### src/rtl/i2s_rx_module.sv
// i2s_rx_module: I2S slave-side receiver, deserialises left/right 24-bit words into the sck domain.
// BCK/LRCK/DIN are synchronised to sck; all state advances on the detected BCK rising edge.
module i2s_rx_module #(
  parameter int SLOT_BITS = 32,
  parameter int DATA_BITS = 24
) (
  input  logic                 sck,
  input  logic                 reset,
  input  logic                 BCK,
  input  logic                 LRCK,
  input  logic                 DIN,
  output logic [DATA_BITS-1:0] tx_real,
  output logic [DATA_BITS-1:0] tx_imag,
  output logic                 sample_valid,
  output logic                 frame_error
);
  localparam int CW = $clog2(SLOT_BITS + 2);
  localparam logic [CW-1:0] DB = CW'(DATA_BITS);
  localparam logic [CW-1:0] MAXC = CW'(SLOT_BITS + 1);
  typedef enum logic [1:0] {SYNC, LEFT, RIGHT} state_t;
  state_t state_q, state_d;
  logic [2:0] bck_q, bck_d;
  logic [1:0] lr_s_q, lr_s_d, din_s_q, din_s_d;
  logic lr_prev_q, lr_prev_d, left_ok_q, left_ok_d;
  logic [CW-1:0] bit_cnt_q, bit_cnt_d, cnt_inc;
  logic [DATA_BITS-1:0] shreg_q, shreg_d, left_hold_q, left_hold_d;
  logic [DATA_BITS-1:0] tx_real_q, tx_real_d, tx_imag_q, tx_imag_d;
  logic sv_q, sv_d, fe_q, fe_d;
  logic bck_rise, lr, d, trans, full;
  always_comb begin
    bck_d = {bck_q[1:0], BCK};
    lr_s_d = {lr_s_q[0], LRCK};
    din_s_d = {din_s_q[0], DIN};
    bck_rise = bck_q[1] & ~bck_q[2];
    lr = lr_s_q[1];
    d = din_s_q[1];
    trans = lr ^ lr_prev_q;
    full = bit_cnt_q >= DB;
    cnt_inc = (bit_cnt_q == MAXC) ? bit_cnt_q : bit_cnt_q + CW'(1);
    state_d = state_q;
    lr_prev_d = lr_prev_q;
    left_ok_d = left_ok_q;
    bit_cnt_d = bit_cnt_q;
    shreg_d = shreg_q;
    left_hold_d = left_hold_q;
    tx_real_d = tx_real_q;
    tx_imag_d = tx_imag_q;
    sv_d = 1'b0;
    fe_d = 1'b0;
    if (bck_rise) begin
      lr_prev_d = lr;
      case (state_q)
        SYNC: begin
          if (trans && !lr) begin
            bit_cnt_d = '0;
            state_d = LEFT;
          end
        end
        default: begin
          if (trans) begin
            // the transition rise carries the old slot's LSB and is never shifted
            bit_cnt_d = '0;
            if (state_q == LEFT) begin
              left_hold_d = full ? shreg_q : left_hold_q;
              left_ok_d = full;
              fe_d = !full;
              state_d = RIGHT;
            end else begin
              sv_d = full && left_ok_q;
              tx_real_d = sv_d ? left_hold_q : tx_real_q;
              tx_imag_d = sv_d ? shreg_q : tx_imag_q;
              fe_d = !full;
              left_ok_d = 1'b0;
              state_d = LEFT;
            end
          end else begin
            shreg_d = full ? shreg_q : {shreg_q[DATA_BITS-2:0], d};
            bit_cnt_d = cnt_inc;
            if (cnt_inc == MAXC) begin
              fe_d = 1'b1;
              left_ok_d = 1'b0;
              state_d = SYNC;
            end
          end
        end
      endcase
    end
  end
  always_ff @(posedge sck) begin
    if (reset) begin
      state_q <= SYNC;
      bck_q <= '0;
      lr_s_q <= '0;
      din_s_q <= '0;
      lr_prev_q <= 1'b0;
      left_ok_q <= 1'b0;
      bit_cnt_q <= '0;
      shreg_q <= '0;
      left_hold_q <= '0;
      tx_real_q <= '0;
      tx_imag_q <= '0;
      sv_q <= 1'b0;
      fe_q <= 1'b0;
    end else begin
      state_q <= state_d;
      bck_q <= bck_d;
      lr_s_q <= lr_s_d;
      din_s_q <= din_s_d;
      lr_prev_q <= lr_prev_d;
      left_ok_q <= left_ok_d;
      bit_cnt_q <= bit_cnt_d;
      shreg_q <= shreg_d;
      left_hold_q <= left_hold_d;
      tx_real_q <= tx_real_d;
      tx_imag_q <= tx_imag_d;
      sv_q <= sv_d;
      fe_q <= fe_d;
    end
  end
  assign tx_real = tx_real_q;
  assign tx_imag = tx_imag_q;
  assign sample_valid = sv_q;
  assign frame_error = fe_q;
endmodule

### config.mk
export PLATFORM = sky130hd
export DESIGN_NAME = i2s_rx_module
export DESIGN_NICKNAME = d
export VERILOG_FILES = /design/src/rtl/i2s_rx_module.sv
export SDC_FILE = /design/constraint.sdc
export NUM_CORES = 1
export LEC_CHECK = 0
export CAP_MARGIN = 10
export CORE_ASPECT_RATIO = 0.9
export CORE_UTILIZATION = 35
export DETAILED_ROUTE_END_ITERATION = 7
export MAX_ROUTING_LAYER = met4
export PLACE_DENSITY = 0.58
export SLEW_MARGIN = 20
export SYNTH_ARGS = -nofsm -noshare
export SYNTH_HDL_FRONTEND = slang
export SYNTH_SLANG_ARGS = --single-unit
### constraint.sdc
create_clock -name sck -period 1.9 [get_ports sck]
set_input_delay 0.19 -clock sck [delete_from_list [all_inputs] [get_ports sck]]
set_output_delay 0.19 -clock sck [all_outputs]
set_load 0.02 [all_outputs]
==> out/qor.txt, run 1 <==
Placement Cell Area - 5070 µm²
required time worst endpoint - 2.21 ns
Synth Area per Inst - 8.09 µm²
fin cells - 756
clock skew - 0.00580 ns
register area share after synthesis - 0.541
Hold WC Path Type - input port to flip-flop
IO buf count - 54
global-route wire length before repair - 17,400 µm
Max Cap Viol - 0
Die ar. - 12,600 µm²
DRT Pass-1 Iters - 4
Fin. Hold Viols - 0
YS warnings - 0
H-tree levels - 4
Core Footprint - 11,600 µm²
Leak Pwr - 0.00190 µW
initial DRC count - 222
Initial Utilization - 0.366
Final nets - 596
Synth Register Bits - 115
period utilization - 0.986
row cnt - 37
FILL cells - 1,087
num ports - 55
die width - 118 µm
synthesized instance count - 526
TritonCTS clock tree - built
vias per cell - 4.83
TNS Setup - 0 ns
routed wire length - 10,100 µm
clock sinks - 115
final max-slew violation count - 0
unrepaired setup endpoints after global routing - yes
Worst-Skew Late Latency - 0.41 ns
ys flop type - dfxtp_1
initial antenna violation count - 0
All-Layer GR Usage - 0.179
worst slew pin tran - 0.548 ns
Cell variety after synth - 37
crit-path leading delay family - compound AO/OA/AOI/OAI gates
CTS Buffer Depth - 2
Post-DRT Antenna Nets - 0
CTS Hold Bufs - 0
DP HPWL - 6410 µm
dpl cells - 723
design area - 5760 µm²
ANT cells - 0
Worst slew margin - 0.635
share of layout cells above drive strength 1 - 0.130
Avg WL per Cell - 13.3 µm
Final setup viols - 0
CP Capture Type - flip-flop
Core Util, Final - 0.496
final worst path period need - 1.87 ns
ys async rst share - 0
largest net degree at the start of global routing - 52
FMAX - 0.534 GHz
CTS clk-pin slew, worst paths - 0.06 ns
Post-synth EDFFs - 0
Syn Nets - 535
crit path cell chain - ha_4, mux2_4, a31oi_4, a2bb2oi_2, or4_1, a2111oi_2
CTS Buf Count - 17
status - completed
DR vias - 3,649
CP startpoint kind - flip-flop
number of remaining DRC errors - 0
GP Congestion - 0.857
Pwr per Cell Area - 1000 nW/µm²
Buf+Inv Stages, Crit Path - 0
synthesized area - 4250 µm²
vias in the first global route - 3,578
Root Buffer - clkbuf_16
Worst path slowest cell - or4_1
CP Class - flip-flop to flip-flop
CP max FO - 5
GRT Residual Overflow - 0
area added between synthesis and finish - 35.5%
Die H - 107 µm
Crit path largest cell delay - 0.42 ns
Worst EP arrival - 2.18 ns
Peak supply drop - 0.674 mV
[cell usage in the layout (no fill, tap or decap), types with 3 or more instances in the layout]
master	instances
nand3_1	4
nor2_1	8
nand2_1	201
inv_1	5
clkinv_2	3
a21oi_1	100
bufinv_16	3
dfxtp_1	113
clkbuf_8	3
clkdlybuf4s50_1	53
clkinvlp_4	3
buf_4	21
o21ai_0	4
clkbuf_16	17
nor2b_1	9
nor3_1	3
ha_4	3
buf_12	4
[state kept, by name, indices dropped and copies added, names as in the netlist, 2 cells and up]
register / count
bck_q: 3
bit_cnt_q: 6
din_s_q: 2
left_hold_q: 24
lr_s_q: 2
shreg_q: 24
state_q: 2
tx_imag: 24
tx_real: 24
[cells by family (layout without fill, tap and decap cells)]
family,count (synthesis),in the layout,share of synthesized area
AOI/OAI and AO/OA,122,122,0.162
xor gates and xnor gates,1,1,0.00206
adders and majority gates,4,4,0.0118
buffers and inverters,43,117,0.0438
DFF,115,115,0.541
muxes,3,3,0.00736
and+or+nand+nor,238,238,0.232
[synthesized netlist by cell type (2+ instances only)]
master	instances	area share
o21ai_0	4	0.0047
mux2i_1	2	0.0047
nor2_1	8	0.0071
a2bb2oi_1	3	0.0062
buf_2	14	0.016
nand2b_1	2	0.0029
nor2b_1	9	0.013
a41oi_1	2	0.0041
nand3_1	5	0.0059
or4_1	2	0.0035
a21oi_1	100	0.12
clkbuf_1	21	0.019
o21a_1	2	0.0035
inv_1	7	0.0062
nand2_1	201	0.18
dfxtp_1	115	0.54
a211oi_1	2	0.0035
ha_1	4	0.012
a31oi_1	2	0.0029
nor3_1	4	0.0047
[timing repair]
item | in CTS | in global routing
pin swaps | 0 | 1
gates resized for setup | 4 | 10
endpoints found under the setup margin | 2 | 100
buffers inserted | 0 | 1
[path summary, 6_finish.rpt]
| path | from | endpoint | slack (ns) | cells past startpoint |
|---|---|---|---|---|
| worst max-delay path | bit_cnt_q[0] | frame_error | 0.03 | 6 |
| worst min-delay path | reset | bit_cnt_q[3] | 0.24 | 2 |
| worst max register to register | bit_cnt_q[0] | frame_error | 0.03 | 6 |
| worst min register to register | din_s_q[0] | din_s_q[1] | 0.45 | 1 |
[per-stage QoR]
stage	setup WS (ns)	hold slack (ns)	total power [µW]
3_3_place_gp	0.0256	0.438	2560
4_1_cts	-0.0111	0.241	5850
5_1_grt	-0.0588	0.256	5990
2_1_floorplan	0.0424	0.318	2520
6_report	0.0257	0.241	5780
3_5_place_dp	-0.0297	0.427	2560
[final cells by class]
class,instances,area (µm²),share of cell area
clock inverter,12,154,0.0267
multi-input combinational,368,1840,0.320
inverter,7,26.3,0.00456
tap,156,195,0.0339
sequential,115,2310,0.401
clock buffer,20,467,0.0810
timing repair buffer,78,768,0.133
[per-layer routing]
layer | part of all wire | track usage
met1 | 0.49 | 0.230
met2 | 0.46 | 0.271
met3 | 0.039 | 0.0511
met5 | 0 | -
met4 | 0.015 | 0.0614
[report_power, final]
part	leakage [µW]	switching, µW	total [µW]	internal (µW)
Clock	0.000298	1110	3280	2160
Sequential	0.000929	2.64	2420	2420
Combinational	0.000676	54.6	84.6	30.0
Total	0.00190	1170	5780	4610
No activity file was read; power rests on OpenSTA's default activity.
==> run 2: changes to the inputs <==
Settings changed: CORE_ASPECT_RATIO 0.9 to unset, CORE_UTILIZATION 35 to 49, PLACE_DENSITY 0.58 to 0.76.
==> out/qor.txt, run 2 (synthesis results as in run 1) <==
CTS Buf Count - 17 (unchanged)
Die H - 95.2 µm (was 107 µm)
CTS Buffer Depth - 2 (unchanged)
Max Cap Viol - 0 (unchanged)
TritonCTS clock tree - built (unchanged)
CP startpoint kind - flip-flop (unchanged)
failing checks - setup timing
num ports - 55 (unchanged)
R2R depth - 6 (unchanged)
required time worst endpoint - 2.30 ns (was 2.21 ns)
area added between synthesis and finish - 33.5% (was 35.5%)
Final setup viols - 1 (was 0)
row cnt - 33 (was 37)
R2R Path End - frame_error (unchanged)
DP HPWL - 6280 µm (was 6410 µm)
global-route wire length before repair - 16,700 µm (was 17,400 µm)
Root Buffer - clkbuf_8 (was clkbuf_16)
M2 GR Usage - 0.376 (was 0.271)
routed wire length - 10,200 µm (was 10,100 µm)
ANT cells - 0 (unchanged)
H-tree levels - 4 (unchanged)
Post-DRT Antenna Nets - 0 (unchanged)
die width - 95.2 µm (was 118 µm)
FILL cells - 642 (was 1,087)
CTS clk-pin slew, worst paths - 0.06 ns (about the same)
area of the multi-input gates - 1880 µm² (was 1840 µm²)
final setup margin - -0.0412 ns (was 0.0257 ns)
internal power - 4440 µW (was 4610 µW)
CP max FO - 6 (was 5)
Peak supply drop - 0.733 mV (was 0.674 mV)
clock skew - 0.00673 ns (was 0.00580 ns)
GRT Residual Overflow - 0 (unchanged)
initial antenna violation count - 0 (unchanged)
unrepaired setup endpoints after global routing - yes (unchanged)
Worst EP arrival - 2.34 ns (was 2.18 ns)
Final nets - 595 (was 596)
cell depth of the worst hold path - 2 (unchanged)
Switch Pwr - 1220 µW (was 1170 µW)
Worst-Skew Late Latency - 0.51 ns (was 0.41 ns)
GP Congestion - 0.824 (was 0.857)
Hold Path End - bit_cnt_q[3] (unchanged)
GR Layer Usage met1 - 0.314 (was 0.230)
vias in the first global route - 3,512 (was 3,578)
Core Footprint - 8300 µm² (was 11,600 µm²)
Core Util, Final - 0.684 (was 0.496)
Initial Utilization - 0.512 (was 0.366)
r2r setup slk - -0.04 ns (was 0.03 ns)
GR peak layer - met2 (unchanged)
Comb power frac - 0.015 (about the same)
Clk network pwr share - 0.558 (was 0.567)
r2r startpoint - bit_cnt_q[0] (unchanged)
clock sinks - 115 (unchanged)
All-Layer GR Usage - 0.248 (was 0.179)
CP Capture Type - flip-flop (unchanged)
largest net degree at the start of global routing - 55 (was 52)
most frequent cells in the layout - 201 x nand2_1, 112 x dfxtp_1, 100 x a21oi_1 (was 201 x nand2_1, 113 x dfxtp_1, 100 x a21oi_1)
worst slew pin tran - 0.684 ns (was 0.548 ns)
final worst path period need - 1.94 ns (was 1.87 ns)
Fin. Hold Viols - 0 (unchanged)
Die ar. - 9060 µm² (was 12,600 µm²)
share of layout cells above drive strength 1 - 0.134 (was 0.130)
commonest non-fill, non-tap cell in the layout - nand2_1 (unchanged)
TNS Setup - -0.0412 ns (was 0 ns)
status - complete, but fails checks (was completed)
Avg WL per Cell - 14.5 µm (was 13.3 µm)
FMAX - 0.515 GHz (was 0.534 GHz)
DR vias - 3,734 (was 3,649)
Switching Share - 0.216 (was 0.202)
period utilization - 1.02 (was 0.986)
initial DRC count - 161 (was 222)
Pwr per Cell Area - 998 nW/µm² (was 1000 nW/µm²)
DRT Pass-1 Iters - 5 (was 4)
IO buf count - 54 (unchanged)
Leak Pwr - 0.00187 µW (was 0.00190 µW)
register area - 2310 µm² (about the same)
Seq pwr share - 0.427 (was 0.418)
Hold WC Path Type - input port to flip-flop (unchanged)
met3 usage - 0.0694 (was 0.0511)
number of remaining DRC errors - 0 (unchanged)
final max-slew violation count - 0 (unchanged)
Worst slew margin - 0.542 (was 0.635)
HP Start - reset (unchanged)
vias per cell - 5.31 (was 4.83)
CP Class - flip-flop to flip-flop (unchanged)
## run 2: layout make-up
| type | instances | area share |
|---|---|---|
| Sequential cell | 115 | 0.407 |
| Multi-Input combinational cell | 368 | 0.331 |
| Timing Repair Buffer | 77 | 0.130 |
| Clock buffer | 17 | 0.0729 |
| Clock inverter | 14 | 0.0315 |
| Tap cell | 105 | 0.0231 |
| Inverter | 7 | 0.00463 |
## run 2: worst max-delay path, stage by stage, from the launching register on
cell and delay (ns):
dfxtp_4 0.41, ha_4 0.15, mux2_4 0.31, a31oi_4 0.15
a2bb2oi_2 0.08, or4_4 0.43, a2111oi_4 0.31
## run 2: power by group through the flow
stage	clock [µW]	combinational [µW]	sequential (µW)
after floorplan	0	51.1	2470
after global placement	0	76.9	2470
after detailed placement	0	77.6	2470
after CTS	3190	78.5	2420
after global routing	3310	91.4	2420
final	3160	84.0	2420
## run 2: repair_timing
| action | 4_1_cts | 5_1_grt |
|---|---|---|
| endpoints found under the setup margin | 1 | 98 |
| hold buffers | 0 | 0 |
| gates resized for setup | 4 | 17 |
| pin swaps | 0 | 3 |
| setup buffers | 0 | 3 |
| hold endpoints to repair | 0 | 0 |
## run 2: routing by layer
layer / vias to the layer above / part of all wire
met4: 0 / 0.011
met1: 1790 / 0.46
li1: 1846 / -
met3: 15 / 0.041
met2: 83 / 0.48
met5: - / 0
## run 2: worst max path at each step
stage                       end  cells after the start         start  slack [ns]
floorplan           frame_error                      6  bit_cnt_q[0]        0.04
global placement    frame_error                      6  bit_cnt_q[0]      -0.003
detailed placement  frame_error                      6  bit_cnt_q[0]       -0.05
CTS                 frame_error                      6  bit_cnt_q[1]       -0.03
global route        frame_error                      6  bit_cnt_q[0]       -0.12
finish              frame_error                      6  bit_cnt_q[0]       -0.04
## run 2: stage by stage
| stage | std cells | cell area (µm²) | total power, µW | setup WS (ns) | hold slack [ns] |
|---|---|---|---|---|---|
| 6_report | 703 | 5680 | 5670 | -0.0412 | 0.171 |
| 2_1_floorplan | 526 | 4270 | 2520 | 0.0424 | 0.318 |
| 4_1_cts | 700 | 5560 | 5690 | -0.0269 | 0.159 |
| 3_5_place_dp | 669 | 4960 | 2550 | -0.0516 | 0.435 |
| 5_1_grt | 703 | 5680 | 5820 | -0.122 | 0.193 |
| 3_3_place_gp | 669 | 4960 | 2550 | -0.00263 | 0.433 |
==> RTL edit, RTL diff (config.mk and constraints of run 1) <==
Remove the register `fe_q`: a continuous assignment takes its place, so the output `frame_error` follows one clock earlier.
--- a/src/rtl/i2s_rx_module.sv
+++ b/src/rtl/i2s_rx_module.sv
@@ -102,3 +102,2 @@
       sv_q <= 1'b0;
-      fe_q <= 1'b0;
     end else begin
@@ -116,5 +115,6 @@
       sv_q <= sv_d;
-      fe_q <= fe_d;
     end
   end
+
+  assign fe_q = fe_d;
   assign tx_real = tx_real_q;
Behaviour: not the same (Yosys sat finds a counterexample within 10 cycles, from zero or initial values and one cycle with reset high).
==> RTL edit against run 1 <==
  * The run now ends with negative setup slack left
  * Final area is 1.2% lower
  * Routed wire length down 5.4%
  * Power grew 0.18%
  * Synthesized area shrank 0.12%
  * Sequential cell count decreased by 1
  * Setup slack lost 0.22 ns
  * Sequential share of layout area about the same
==> RTL edit: results <==
set metrics [dict create \
    synth_common_cells "204 x nand2_1, 114 x dfxtp_1, 103 x a21oi_1" \
    setup_ws_ns -0.194 \
    yosys_warnings 0 \
    clock_skew_ns 0.00604 \
    final-setup-viol-count 1 \
    r2r-start "bit_cnt_q[1]" \
    grt_start_max_net_pins 49 \
    fin_cells 762 \
    rr_worst_depth 8 \
    dp.final_hpwl_mm 5.96 \
    status "finished with violations" \
    tightest_slew_ns 0.484 \
    grt_pass1_vias 3516 \
    post-place-cells 730 \
    path_clk_slew_ns 0.05 \
    nets 602 \
    slowest_stage "or3b_4" \
    r2r-end "state_q[0]" \
    grt_pass1_wl_mm 16.5 \
    synth_area_leaders "dfxtp_1 54%, nand2_1 18%, a21oi_1 12%, clkbuf_1 1.5%, buf_2 1.4%" \
    max_stage_delay_ns 0.39 \
    drive_above_1_share_pct 11.2 \
    grt_use_total_pct 17.0 \
    drt_pass1_iterations 5 \
    cp.arrival_ns 1.90 \
    root_buffer "clkbuf_16" \
    rrSetupSlack_ns 0.02 \
    power_leakage_nw 1.91 \
    crit_fanout 2 \
    clock_latency_ns 0.40 \
    pre_cts_ws_ns -0.288 \
    hold_slack_ns 0.189 \
    hold_start "reset" \
    finalSetupTns_ns -0.194 \
    worstHoldPathType "primary input to register" \
    critPathTopFamily "simple AND/OR/NAND/NOR gates" \
    syn_nets 542 \
    gp_congestion 0.832 \
    min_to "bit_cnt_q[1]" \
    violations "negative setup slack" \
    diodes 0 \
    drt_iter0_markers 231 \
    n_fill_cell 1142 \
    cts.path.max_buffers 2 \
    synth.distinct_cells 41 \
    place_area_um2 5050 \
    irDropWorstVdd_v 0.000621 \
    ys_seq_area_share_pct 53.7 \
    die_area_um2 12600 \
    synth_cells 533 \
    routed_via_density 4.80 \
    drt-total-wl_mm 9.53 \
]
[RTL edit: power by group]
part,internal (mW),total (mW),switching [mW]
sequential,2.40,2.40,0.00201
clock,2.26,3.31,1.05
combinational,0.0270,0.0764,0.0494
[RTL edit: layout make-up]
cell class	count	area, um^2	share of cell area, %
clock buffers	23	508	8.93
repair buffers	79	798	14.0
multi-input cells	378	1770	31.1
flip-flops and latches	114	2280	40.1
inverters	3	11.3	0.198
well taps	156	195	3.43
clock inverters	9	125	2.20
[RTL edit: layer usage]
layer / share of wire, % / up-vias / track usage, %
li1: - / 1857 / -
met1: 47 / 1694 / 20.1
met2: 46 / 89 / 26.7
met3: 4.4 / 21 / 4.35
met4: 2.3 / 0 / 8.88
met5: 0 / - / -
[RTL edit: logic make-up (layout without fill, tap and decap cells)]
logic type | count (synthesis) | count (layout) | synth area share, %
adders and majority gates | 4 | 4 | 1.18
and+or+nand+nor | 254 | 254 | 24.9
AOI/OAI and AO/OA | 118 | 118 | 14.9
buffers and inverters | 41 | 114 | 4.89
xor gates and xnor gates | 2 | 2 | 0.412
DFF | 114 | 114 | 53.7
[RTL edit: worst reg2reg max path, delay by kind of cell (launching register included)]
kind | cells | cell delay (ns)
AO/OA/AOI/OAI | 3 | 0.61
AND/OR/NAND/NOR | 2 | 0.44
flip-flops | 1 | 0.31
buffers and inverters | 2 | 0.22
adder cells (fa/ha/maj) | 1 | 0.16
[RTL edit: worst max-delay path by stage]
stage	cells past startpoint	slack, ns	end	from
final	7	-0.19	frame_error	bit_cnt_q[1]
after global routing	7	-0.29	frame_error	bit_cnt_q[1]
after detailed placement	7	-0.29	frame_error	bit_cnt_q[1]
after global placement	7	-0.20	frame_error	bit_cnt_q[1]
after floorplan	5	0.15	frame_error	bit_cnt_q[0]
after CTS	7	-0.27	frame_error	bit_cnt_q[1]
[RTL edit: repair_timing]
item,4_1_cts,5_1_grt
setup endpoints to repair,1,30
hold buffers,0,0
resized for setup,5,3
endpoints found under the hold margin,0,0
pin swaps,0,0
